===== config.mk =====
export PLATFORM = sky130hd
export DESIGN_NAME = rtc_core_param
export DESIGN_NICKNAME = d
export VERILOG_FILES = /design/src/rtl/rtc_core_param.sv
export SDC_FILE = /design/constraint.sdc
export NUM_CORES = 1
export LEC_CHECK = 0
export CORE_ASPECT_RATIO = 1.75
export CORE_MARGIN = 4
export CORE_UTILIZATION = 45
export CTS_CLUSTER_SIZE = 24
export DETAILED_ROUTE_END_ITERATION = 16
export GPL_TIMING_DRIVEN = 0
export PLACE_DENSITY_LB_ADDON = 0.15
export RECOVER_POWER = 100
export SYNTH_ARGS = -nofsm -noshare
export SYNTH_HDL_FRONTEND = slang
export SYNTH_SLANG_ARGS = --single-unit

===== constraint.sdc =====
create_clock -name clk_50MHz -period 6.17 [get_ports clk_50MHz]
set_clock_uncertainty 0.05 [all_clocks]
set_input_delay 1.234 -clock clk_50MHz [delete_from_list [all_inputs] [get_ports clk_50MHz]]
set_output_delay 1.234 -clock clk_50MHz [all_outputs]
set_load 0.01 [all_outputs]

===== src/rtl/rtc_core_param.sv =====
// HH:MM:SS timekeeper on a single clock: prescaled 1 Hz tick, key-driven time set,
// 12/24-hour display decode and an alarm that times out after ALARM_SECS ticks.
module rtc_core_param #(
  parameter int CLK_HZ     = 50_000_000,
  parameter int ALARM_SECS = 60
) (
  input  logic       clk_50MHz,
  input  logic       rst,
  input  logic       set_mode,
  input  logic [1:0] key_n,
  input  logic       fmt_12h,
  input  logic       alarm_en,
  input  logic [4:0] alarm_hour,
  input  logic [5:0] alarm_min,
  input  logic       alarm_ack,
  output logic       tick_1hz,
  output logic [4:0] hour,
  output logic [5:0] min,
  output logic [5:0] sec,
  output logic [4:0] disp_hour,
  output logic       pm,
  output logic       alarm
);

  localparam int PW = (CLK_HZ > 1) ? $clog2(CLK_HZ) : 1;
  localparam int AW = $clog2(ALARM_SECS + 1);
  localparam logic [PW-1:0] PRE_LAST   = PW'(CLK_HZ - 1);
  localparam logic [AW-1:0] ALARM_LOAD = AW'(ALARM_SECS);

  logic [PW-1:0] pre_cnt;
  logic [AW-1:0] alarm_cnt;
  logic [5:0]    sec_r;
  logic [1:0]    key_s1, key_s2, key_s3;
  logic [1:0]    key_inc;
  logic          adv;
  logic          sec_wrap, min_wrap, hour_wrap;
  logic [5:0]    sec_nxt, min_nxt;
  logic [4:0]    hour_nxt;
  logic          alarm_trig;

  always_ff @(posedge clk_50MHz or posedge rst) begin
    if (rst) begin
      pre_cnt  <= '0;
      tick_1hz <= 1'b0;
    end else if (set_mode) begin
      pre_cnt  <= '0;
      tick_1hz <= 1'b0;
    end else if (pre_cnt == PRE_LAST) begin
      pre_cnt  <= '0;
      tick_1hz <= 1'b1;
    end else begin
      pre_cnt  <= pre_cnt + 1'b1;
      tick_1hz <= 1'b0;
    end
  end

  // key_s3 holds the previous synchronised level, so a press yields one fall pulse.
  always_ff @(posedge clk_50MHz or posedge rst) begin
    if (rst) begin
      key_s1 <= '0;
      key_s2 <= '0;
      key_s3 <= '0;
    end else begin
      key_s1 <= key_n;
      key_s2 <= key_s1;
      key_s3 <= key_s2;
    end
  end

  assign key_inc   = set_mode ? (key_s3 & ~key_s2) : 2'b00;
  assign adv       = tick_1hz & ~set_mode;
  assign sec_wrap  = (sec_r == 6'd59);
  assign min_wrap  = (min == 6'd59);
  assign hour_wrap = (hour == 5'd23);
  assign sec_nxt   = sec_wrap ? 6'd0 : sec_r + 6'd1;
  assign min_nxt   = sec_wrap ? (min_wrap ? 6'd0 : min + 6'd1) : min;
  assign hour_nxt  = (sec_wrap && min_wrap) ? (hour_wrap ? 5'd0 : hour + 5'd1) : hour;

  always_ff @(posedge clk_50MHz or posedge rst) begin
    if (rst) begin
      sec_r <= '0;
      min   <= '0;
      hour  <= '0;
    end else if (set_mode) begin
      sec_r <= '0;
      if (key_inc[0]) min  <= min_wrap  ? 6'd0 : min + 6'd1;
      if (key_inc[1]) hour <= hour_wrap ? 5'd0 : hour + 5'd1;
    end else if (tick_1hz) begin
      sec_r <= sec_nxt;
      min   <= min_nxt;
      hour  <= hour_nxt;
    end
  end

  // Only a tick landing on hh:mm:00 can trigger; key-set time never does.
  assign alarm_trig = adv && alarm_en && sec_wrap &&
                      (min_nxt == alarm_min) && (hour_nxt == alarm_hour);

  always_ff @(posedge clk_50MHz or posedge rst) begin
    if (rst) begin
      alarm     <= 1'b0;
      alarm_cnt <= '0;
    end else if (alarm_ack || !alarm_en) begin
      alarm     <= 1'b0;
      alarm_cnt <= '0;
    end else if (alarm_trig) begin
      alarm     <= 1'b1;
      alarm_cnt <= ALARM_LOAD;
    end else if (alarm && adv) begin
      alarm_cnt <= alarm_cnt - 1'b1;
      if (alarm_cnt == AW'(1)) alarm <= 1'b0;
    end
  end

  assign sec = set_mode ? 6'd0 : sec_r;
  assign pm  = (hour >= 5'd12);

  always_comb begin
    disp_hour = hour;
    if (fmt_12h) begin
      if (hour == 5'd0)       disp_hour = 5'd12;
      else if (hour > 5'd12)  disp_hour = hour - 5'd12;
    end
  end

endmodule


# Yosys cells after proc, flatten, opt, wreduce, memory -nomap -nowiden

Cells that the tools add are included.

Register bits: 57
Input port bits: 19

Add/subtract/negate cells: 6
Magnitude comparators: 2
Equal/unequal tests: 9
Mux-type cells: 29
Bitwise logic cells: 4
Reduce and logical (&&, ||, !) cells: 15

Operators with widths:

| cell                    | count |
|---|---|
| $mux W6                 | 12 |
| $mux W26                | 2 |
| $mux W5                 | 8 |
| $add A26 B1 Y26 const B | 1 |
| $eq A26 B26 Y1 const B  | 1 |
| $add A6 B1 Y6 const B   | 2 |
| $eq A6 B6 Y1 const B    | 2 |
| $eq A6 B1 Y1 const B    | 1 |
| $eq A6 B6 Y1            | 1 |
| $logic_and A1 B1 Y1     | 6 |
| $mux W1                 | 6 |
| $reduce_and A2 Y1       | 3 |
| $reduce_bool A3 Y1      | 2 |
| $sub A6 B1 Y6 const B   | 1 |
| $add A5 B1 Y5 const B   | 1 |
| $eq A5 B5 Y1            | 1 |
| $eq A5 B5 Y1 const B    | 1 |
| $ge A5 B4 Y1 const B    | 1 |
| $gt A5 B4 Y1 const B    | 1 |
| $logic_not A5 Y1        | 1 |
| $sub A5 B4 Y5 const B   | 1 |
| $ne A2 B1 Y1 const B    | 2 |
| $and A2 B2 Y2           | 1 |
| $mux W2                 | 1 |
| 6 further kinds         | 6 |

# Longest topological paths before layout

Gate-level depths: netlist of the first run.

Depth in word-level cells: 8
Mapped depth: 10
Gate-level depth less buffers: 9

# Worst setup path after synthesis of the first run

Ideal clock, no wire load.

Path kind: input to output
From: in set_mode
To: out sec[2]
Data arrival time: 1867 ps
Required time: 4886 ps
Slack: 3019 ps
Stages: 3
Cells stage by stage: clkbuf_1 > clkbuf_1 > nor2b_1

Cells in the longest elaborated chain, start to end: 1

Ends and longest elaborated chain:

| item            | line | source |
|---|---|---|
| start, declared | 9    | `input logic set_mode,` |
| $mux W6         | 115  | `assign sec = set_mode ? 6'd0 : sec_r;` |
| end, declared   | 19   | `output logic [5:0] sec,` |

Every way passes these cells.

# Final worst setup path of the first run

From: in fmt_12h
To: out disp_hour[4]

Cells in the longest elaborated chain, start to end: 1

Ends and longest elaborated chain:

| item            | line | source |
|---|---|---|
| start, declared | 11   | `input logic fmt_12h,` |
| $mux W5         | 120  | `if (fmt_12h) begin` |
| end, declared   | 20   | `output logic [4:0] disp_hour,` |

Every way passes these cells.

==> impl_metrics.toml, run 1 <==
[global_route]
grt.total_usage_pct = 19.3
grt_pass1_vias = 2886
gr-total-overflow = 0
grt_max_degree = 32
grt_pass1_wl_um = 13300
antenna_found_initial = 0

[cells_and_area]
fill_cells = 660
layout-drive-gt1-share_pct = 5.92
layout.area.seq_um2 = 1430
nets = 447
final_core_util_pct = 57.0
area_delta_synth_final_pct = 23.0
fin_cells = 508
num_antenna_cells = 0
multi_input_area_um2 = 1830

[placed_design]
dp.cells = 493
io_buffers = 42
hpwl_um = 5940
gp_congestion = 0.843

[cts]
ctsHtreeMaxLevel = 3
insertion_delay_ns = 0.32
path_clk_slew_ns = 0.05
clockBufferDepth = 2
cts_buffers = 9
ctsResizeCount = 0
cts_tree = "built"
cts_hold_buffers = 0
root_buffer = "clkbuf_16"
cts.sinks = 57
postCtsSetupRepairBufs = 0

[sta]
relSlewSlack_pct = -13.0
fin_setup_tns_ns = 0
min_period_over_period_pct = 70.3
slew_violations = 32
rsz0062_at_grt = "no"
final-hold-violation-count = 0
finalSetupViolations = 0
min_period_ns = 4.34
fmax_mhz = 230
worstMarginPinSlew_ns = 1.69

[floorplanning]
core_um2 = 7230
io_pins = 44
die-area_um2 = 8950
die_w_um = 73.3
fp.dieH_um = 122
start_util_pct = 46.4
fp-row-count = 41

[setup_path]
cpPeakStageDelay_ns = 0.60
cp_num_buf_inv = 2
critPathArrivalTime_ns = 3.05
start_kind = "input port"
slowest_stage = "dlygate4sd3_1"
worstPathRequired_ns = 4.89
endpoint_kind = "primary output"
path_max_fanout = 4
path_cells = "dlygate4sd3_1 > nand2b_1 > a2111oi_0 > a21o_1 > dlygate4sd3_1"
critical-path-top-delay-family = "buffers and inverters"
cpMostUsedCell = "dlygate4sd3_1"
worst-setup-path-type = "in2out"

[routing]
firstDrtPassIters = 4
postRouteAntennaNets = 0
wl_met3_um = 349
wl_met1_um = 2930
vias = 2828
wl_met2_um = 4170
top_layer = "met4"
wl_per_cell_um = 15.3
drt-total-wl_um = 7780
viasPerCell = 5.57
drc = 0
initialDrtViolationCount = 79

[power_and_ir_drop]
clock_power_share_pct = 33.7
power_switching_uw = 407
internal_power_uw = 874
leakagePower_nw = 1.76
ir_worst_vdd_mv = 0.185
comb_power_share_pct = 31.2
powerDensity_nw_per_um2 = 311
power.share.switching_pct = 31.8
pwr-share-seq_pct = 35.1

[yosys]
synth_edf_count = 0
avgSynthCellArea_um2 = 9.21
synth_nets = 393
synthFlopType = "dfrtp_1"
synthArstFlopShare_pct = 100
synth-seq-area-share_pct = 42.5
yosys_warnings = 0
synth-seq-cells = 57
synth_cell_types = 61
netlist_area_um2 = 3350
syn_inst = 364

[outcome]
outcome = "finished with violations"
violations = "capacitance limit, slew limit"

[hold_path]
hold_path.class = "reg2reg"

[flow_run]
max-cap-violations = 1
logic make-up (layout without fill, tap and decap cells):
logic type / after synthesis / count (layout) / synth area share (%)
adders and majority gates: 10 / 10 / 3.73
xor gates and xnor gates: 34 / 34 / 9.44
and+or+nand+nor: 168 / 168 / 25.6
muxes: 8 / 8 / 2.46
buffers and inverters: 21 / 79 / 2.65
AOI/OAI and AO/OA: 66 / 66 / 13.6
DFF: 57 / 57 / 42.5
final timing paths:
check | end | cells past startpoint | startpoint | slack [ns]
worst max register to register | alarm_cnt[1] | 10 | hour[3] | 2.93
worst max-delay path | disp_hour[4] | 5 | fmt_12h | 1.83
min in group asynchronous | alarm | 2 | rst | 1.54
max in group asynchronous | pre_cnt[4] | 3 | rst | 2.43
worst min-delay path | key_s2[0] | 0 | key_s1[0] | 0.32
worst min register to register | key_s2[0] | 0 | key_s1[0] | 0.32
area by class of cell:
cell class / count / share of cell area [%]
flip-flops and latches: 57 / 34.6
inverters: 10 / 0.910
multi-input cells: 286 / 44.3
clock buffers: 15 / 6.25
well taps: 86 / 2.61
repair buffers: 43 / 10.3
plain buffers: 11 / 1.06
layer usage:
| layer | track usage, % | vias to the layer above |
|---|---|---|
| li1 | - | 1389 |
| met1 | 20.6 | 1338 |
| met2 | 33.7 | 71 |
| met3 | 3.63 | 30 |
| met4 | 11.9 | 0 |
| met5 | 0 | - |
Yosys cell counts (all sizes together), types with 3 or more instances:
master,n,area share [%]
a21oi,18,3.2
a31oi,5,0.93
and2,5,1.0
and3,9,1.8
buf,3,0.63
clkbuf,8,0.90
dfrtp,57,43
ha,10,3.7
inv,10,1.1
mux2i,6,1.8
nand2,37,4.1
nand2b,5,0.93
nand3,20,3.0
nand4,9,1.9
nor2,46,5.2
nor2b,9,1.7
nor3,10,1.5
nor4,4,0.75
o21ai,20,3.0
xnor2,12,3.7
xor2,22,5.7
power groups by stage:
stage	registers [mW]	logic, mW	clock network (mW)
2_1_floorplan	0.459	0.243	0
3_5_place_dp	0.456	0.421	0
3_3_place_gp	0.456	0.415	0
6_report	0.450	0.399	0.432
4_1_cts	0.451	0.423	0.444
5_1_grt	0.456	0.446	0.460
layout by cell type, fill, tap and decap left out, types with 2 or more instances in the layout:
| master | Yosys | routed |
|---|---|---|
| a21oi_1 | 13 | 13 |
| a21oi_2 | 5 | 5 |
| a31oi_1 | 5 | 5 |
| and2_1 | 4 | 4 |
| and3_1 | 8 | 8 |
| and4_1 | 2 | 2 |
| buf_2 | 2 | 2 |
| clkbuf_1 | 8 | 15 |
| clkbuf_16 | 0 | 9 |
| clkdlybuf4s50_1 | 0 | 14 |
| dfrtp_1 | 57 | 57 |
| dlygate4sd3_1 | 0 | 28 |
| ha_1 | 10 | 10 |
| inv_1 | 10 | 10 |
| mux2i_1 | 6 | 6 |
| nand2_1 | 37 | 37 |
| nand2b_1 | 5 | 5 |
| nand3_1 | 20 | 20 |
| nand3b_1 | 2 | 2 |
| nand4_1 | 8 | 8 |
| nor2_1 | 45 | 45 |
| nor2b_1 | 9 | 9 |
| nor3_1 | 10 | 10 |
| nor3b_1 | 0 | 2 |
| nor4_1 | 4 | 4 |
| o2111ai_1 | 2 | 2 |
| o211ai_1 | 2 | 2 |
| o21ai_0 | 10 | 16 |
| o21ai_1 | 10 | 4 |
| o41ai_1 | 2 | 2 |
| or4_1 | 2 | 2 |
| xnor2_1 | 11 | 11 |
| xor2_1 | 22 | 22 |
stage by stage:
| stage | instance area (um^2) | power [mW] | setup slack, ns | hold WS (ns) |
|---|---|---|---|---|
| finish | 4130 | 1.28 | 1.83 | 0.315 |
| global route | 4130 | 1.36 | 1.72 | 0.331 |
| CTS | 4160 | 1.32 | 1.98 | 0.314 |
| detailed placement | 3900 | 0.878 | 1.99 | 0.303 |
| global placement | 3880 | 0.871 | 2.06 | 0.303 |
| floorplan | 3350 | 0.702 | 3.02 | 0.281 |
sequential cells by signal, indices dropped and copies added (netlist names):
signal     count
min            6
alarm_cnt      6
alarm          1
key_s1         2
hour           5
pre_cnt       26
key_s2         2
key_s3         2
sec_r          6
tick_1hz       1
Power figures use the tool's default switching activity.
==> run 2: changes to the inputs <==
Clock period 6.17 ns to 3.7 ns, I/O delays scaled along.
==> run 2 against run 1 <==
  * The flow now finishes without violations
  * Register-to-register slack lost 2.5 ns
  * Utilization grew 0.19 points
  * Count of clock-buffer cells in the layout did not move
  * Via count decreased by 0.39%
  * Global-route usage is the same
  * Setup slack lost 1.5 ns
  * Non-clock buffer count is the same
  * Combinational power is 67% higher
  * Sequential power rose by 67%
  * Critical path type unchanged
  * Critical endpoint unchanged
  * Largest power group unchanged
==> impl_metrics.toml, run 2 (synthesized netlist as in run 1, its figures left out) <==
[routing]
vias = 2817
postRouteAntennaNets = 0
viasPerCell = 5.55
wl_per_cell_um = 15.2
drc = 0
initialDrtViolationCount = 77
firstDrtPassIters = 4
drt-total-wl_um = 7750

[placed_design]
dp.cells = 493
hpwl_um = 5940
io_buffers = 42
gp_congestion = 0.843

[power_and_ir_drop]
pwr-share-seq_pct = 35.1
internal_power_mw = 1.46
leakagePower_nw = 1.77
powerDensity_nw_per_um2 = 516
clock_power_share_pct = 33.7
power.share.switching_pct = 31.7
power_switching_uw = 677
ir_worst_vdd_mv = 0.309
comb_power_share_pct = 31.2

[cts]
ctsResizeCount = 0
root_buffer = "clkbuf_16"
cts_hold_buffers = 0
clockBufferDepth = 2
ctsHtreeMaxLevel = 3
cts.sinks = 57
insertion_delay_ns = 0.32
path_clk_slew_ns = 0.05
cts_tree = "built"
postCtsSetupRepairBufs = 0
cts_buffers = 9

[cells_and_area]
nets = 447
mostFrequentLayoutCell = "dfrtp_1"
top_register = "pre_cnt"
layout.area.seq_um2 = 1430
mostFrequentLayoutCells = "dfrtp_1, nor2_1, nand2_1"
largest_reg_flops = 26
multi_input_area_um2 = 1830
fin_cells = 508
layout-drive-gt1-share_pct = 5.92
num_antenna_cells = 0
fill_cells = 658
area_delta_synth_final_pct = 23.4

[global_route]
grt_pass1_vias = 2886
grt.total_usage_pct = 19.3
antenna_found_initial = 0
gr-total-overflow = 0
grt_pass1_wl_um = 13300
grt_max_degree = 32

[sta]
min_period_ns = 3.35
min_period_over_period_pct = 90.5
final-hold-violation-count = 0
fmax_mhz = 299
relSlewSlack_pct = 26.0
slew_violations = 0
finalSetupViolations = 0
fin_setup_tns_ns = 0
worstMarginPinSlew_ns = 1.10
rsz0062_at_grt = "no"

[setup_path]
path_max_fanout = 4
critical-path-top-delay-family = "buffers and inverters"
worst-setup-path-type = "in2out"
critPathArrivalTime_ns = 2.56
slowest_stage = "dlygate4sd3_1"
start_kind = "input port"
cpPeakStageDelay_ns = 0.60
cp_num_buf_inv = 2
endpoint_kind = "primary output"
path_cells = "dlygate4sd3_1 > nand2b_1 > a2111oi_0 > a21o_1 > dlygate4sd3_1"
worstPathRequired_ns = 2.91
cpMostUsedCell = "dlygate4sd3_1"

[outcome]
outcome = "finished clean"

[floorplanning]
io_pins = 44
die_w_um = 73.3
fp-row-count = 41
core_um2 = 7230
die-area_um2 = 8950
start_util_pct = 46.4
fp.dieH_um = 122

[flow_run]
max-cap-violations = 0

[hold_path]
hold_path.class = "reg2reg"
## run 2: cell types whose count changed in the layout (fill, tap and decap cells not counted), sizes merged
| cell | change |
|---|---|
| buf | +1 |
| clkbuf | -1 |
## run 2: worst paths after layout
path                            startpoint            to  slack, ns  cells past startpoint
min in group asynchronous              rst         alarm       1.07                      2
worst max register to register     hour[3]  alarm_cnt[1]       0.47                     10
worst min-delay path             key_s1[0]     key_s2[0]       0.31                      0
worst max-delay path               fmt_12h  disp_hour[4]       0.35                      5
worst min register to register   key_s1[0]     key_s2[0]       0.31                      0
max in group asynchronous              rst    pre_cnt[4]       1.81                      3
## run 2: area by class of cell
cell class,count,share of cell area [%]
Clock buffer,15,6.23
Multi-Input combinational cell,286,44.1
Tap cell,86,2.60
Sequential cell,57,34.5
Timing Repair Buffer,43,10.6
Buffer,11,1.06
Inverter,10,0.907
## run 2: through the flow
step           setup WS, ns  cell area [um^2]  power, mW  util, %  hold WS (ns)
3_3_place_gp          0.434              3880       1.45     53.7         0.303
4_1_cts               0.496              4160       2.20     57.5         0.314
2_1_floorplan         0.861              3350       1.17        -         0.281
5_1_grt               0.236              4140       2.27     57.2         0.331
6_report              0.353              4140       2.14     57.2         0.315
3_5_place_dp          0.507              3900       1.46     53.9         0.303
## run 2: power groups by stage
stage / logic [mW] / clock network (mW) / registers (mW)
after global routing: 0.746 / 0.766 / 0.760
after floorplan: 0.405 / 0 / 0.765
after CTS: 0.706 / 0.741 / 0.752
after detailed placement: 0.703 / 0 / 0.761
after global placement: 0.693 / 0 / 0.760
final: 0.667 / 0.720 / 0.750
## run 2: layer usage
metal  vias to the layer above  part of all wire [%]  global-route usage [%]
li1                       1389                     -                       -
met1                      1335                    38                    20.6
met2                        65                    54                    33.7
met3                        28                   4.4                    3.63
met4                         0                   4.1                    11.9
met5                         -                     0                       0
==> edit (config.mk and constraints of run 2) <==
The parameter `CLK_HZ` goes from 50_000_000 to 12_500_000.
--- a/src/rtl/rtc_core_param.sv
+++ b/src/rtl/rtc_core_param.sv
@@ -1,7 +1,7 @@
 // HH:MM:SS timekeeper on a single clock: prescaled 1 Hz tick, key-driven time set,
 // 12/24-hour display decode and an alarm that times out after ALARM_SECS ticks.
 module rtc_core_param #(
-  parameter int CLK_HZ     = 50_000_000,
+  parameter int CLK_HZ     = 12_500_000,
   parameter int ALARM_SECS = 60
 ) (
   input  logic       clk_50MHz,
Function: same outputs for any inputs over 10 cycles, from zero or initial values and one cycle with rst high; that may be too few to reach the edited logic, so the function may still have changed.
==> edit against run 2 <==
- utilization is 0.60 points lower
- routed wire length shrank 9.4%
- setup slack improved by 0.00062 ns
- critical path depth down 1
- synthesized area decreased by 5.1%
- global-route usage shrank 1.8 points
- power decreased by 10%
- sequential share of layout area increased by 0.99 points
- die area fell by 4.7%
- clock power shrank 28%
- sequential cell count decreased by 2
- combinational power up 2%
- design area decreased by 6.2%
- critical endpoint is now sec[4]
==> edit: results (changes against run 2) <==
status=complete, no violations; adder-cell area share of the yosys netlist=3.93% (+0.20 points); reg-to-reg endpoint=hour[3]; Buffers on Ports=43 (+2.4%); Post-synth ARST share=100% (unchanged); syn nets=378 (-3.8%); part of the Yosys area used for sequential elements=43.3% (+0.72 points); multiplexer area fraction after synthesis=2.63% (+0.17 points); Post-DP HPWL=5.24 mm (-12%); Routed Wire Length=7.02 mm (-9.4%); worst vdd ir=0.000393 V (+27%); max reg flops=24 (-7.7%); post-synthesis compound-gate area fraction=12.2% (-1.4 points); Crit Path Max Fanout=10 (+6); vias in the first global route=2637 (-8.6%); dpl ws=0.500 ns (-0.00673 ns); Clock Latency Late Sink=0.29 ns (-0.03 ns); detailed router's first-iteration violation count=94 (+22%); max incr delay on CP=0.72 ns (+0.12 ns); Critical Path Start=set_mode; htree depth=2 (-1); largest net degree at the start of global routing=41 (+28%); FF-to-FF Start=sec_r[0]; post-synthesis xor/xnor area fraction=9.63% (+0.19 points); Worst Path Arrival=2.56 ns (about the same); Area contributors post-synth=dfrtp_1 43%, nor2_1 5.7%, xnor2_1 5.2%; Synth cell types=54 (-11%); clk slew on worst S/H paths=0.07 ns (+0.02 ns); Slew HR=26.6% (+0.58 points); final net count=429 (-4.0%); Synth Flop Type=dfrtp_1; FF-to-FF setup slack=0.86 ns (+0.39 ns); total CTS buffers=5 (-4); layout cells sized above 1=5.25% (-0.67 points); GPL Wtd Cong=0.853 (+1.2%); worst r2r path cells=8 (-2); first-pass GRT wire length=12.0 mm (-9.7%); Leak Pwr=0.00167 uW (-5.5%); aggregate global-route resource usage=17.5% (-1.8 points); vias per std cell=5.40 (-2.6%); top cells by count, synth=55 x dfrtp_1, 48 x nor2_1, 30 x nand2_1; post-place instance area=0.00374 mm2 (-4.2%)
[edit: cell types whose count changed after synthesis, moves of 3 or more]
cell,delta
xnor2_1,+8
o21ai_0,+5
nand4_1,-3
a31oi_1,-4
nor3b_1,+3
clkbuf_1,-3
a21oi_1,+12
a21oi_2,-5
nor2_1,+3
xor2_1,-6
nor3_1,-6
inv_1,+4
o21ai_1,-9
nand2_1,-7
[edit: final cells by class]
cell class	instances	area (um2)
clock buffer	6	129
fill	611	2970
inverter	14	52.6
sequential	55	1380
multi-input combinational	270	1690
tap	84	105
clock inverter	1	30.0
timing repair buffer	44	450
buffer	10	50.0
[edit: how the worst max path moves through the flow]
stage,end,slack [ns],depth (start not counted)
finish,sec[4],0.35,4
global route,sec[3],0.21,4
CTS,sec[4],0.50,4
detailed placement,sec[2],0.50,4
global placement,sec[2],0.49,4
floorplan,alarm_cnt[0],1.31,8
[edit: layer usage]
layer / track usage, % / wire, um
met3: 3.29 / 262
met2: 32.4 / 3850
met1: 19.4 / 2790
met4: 5.76 / 108
met5: 0 / 0
[edit: power by group]
part / internal (uW) / switching [uW] / total, uW
sequential: 653 / 67.0 / 721
clock: 316 / 202 / 518
combinational: 324 / 354 / 678
total: 1290 / 623 / 1920
[edit: metrics by stage]
stage          hold slack [ns]  cells
2_1_floorplan            0.281    349
3_3_place_gp             0.300    476
3_5_place_dp             0.297    477
4_1_cts                  0.313    484
5_1_grt                  0.319    484
6_report                 0.310    484
[edit: cell families (layout without fill, tap and decap cells)]
kind of cell	count (synthesis)	in the layout
simple gates	155	155
compound gates	62	62
flops	55	55
xor+xnor	35	35
buf+inv	24	75
fa+ha+maj	10	10
mux	8	8
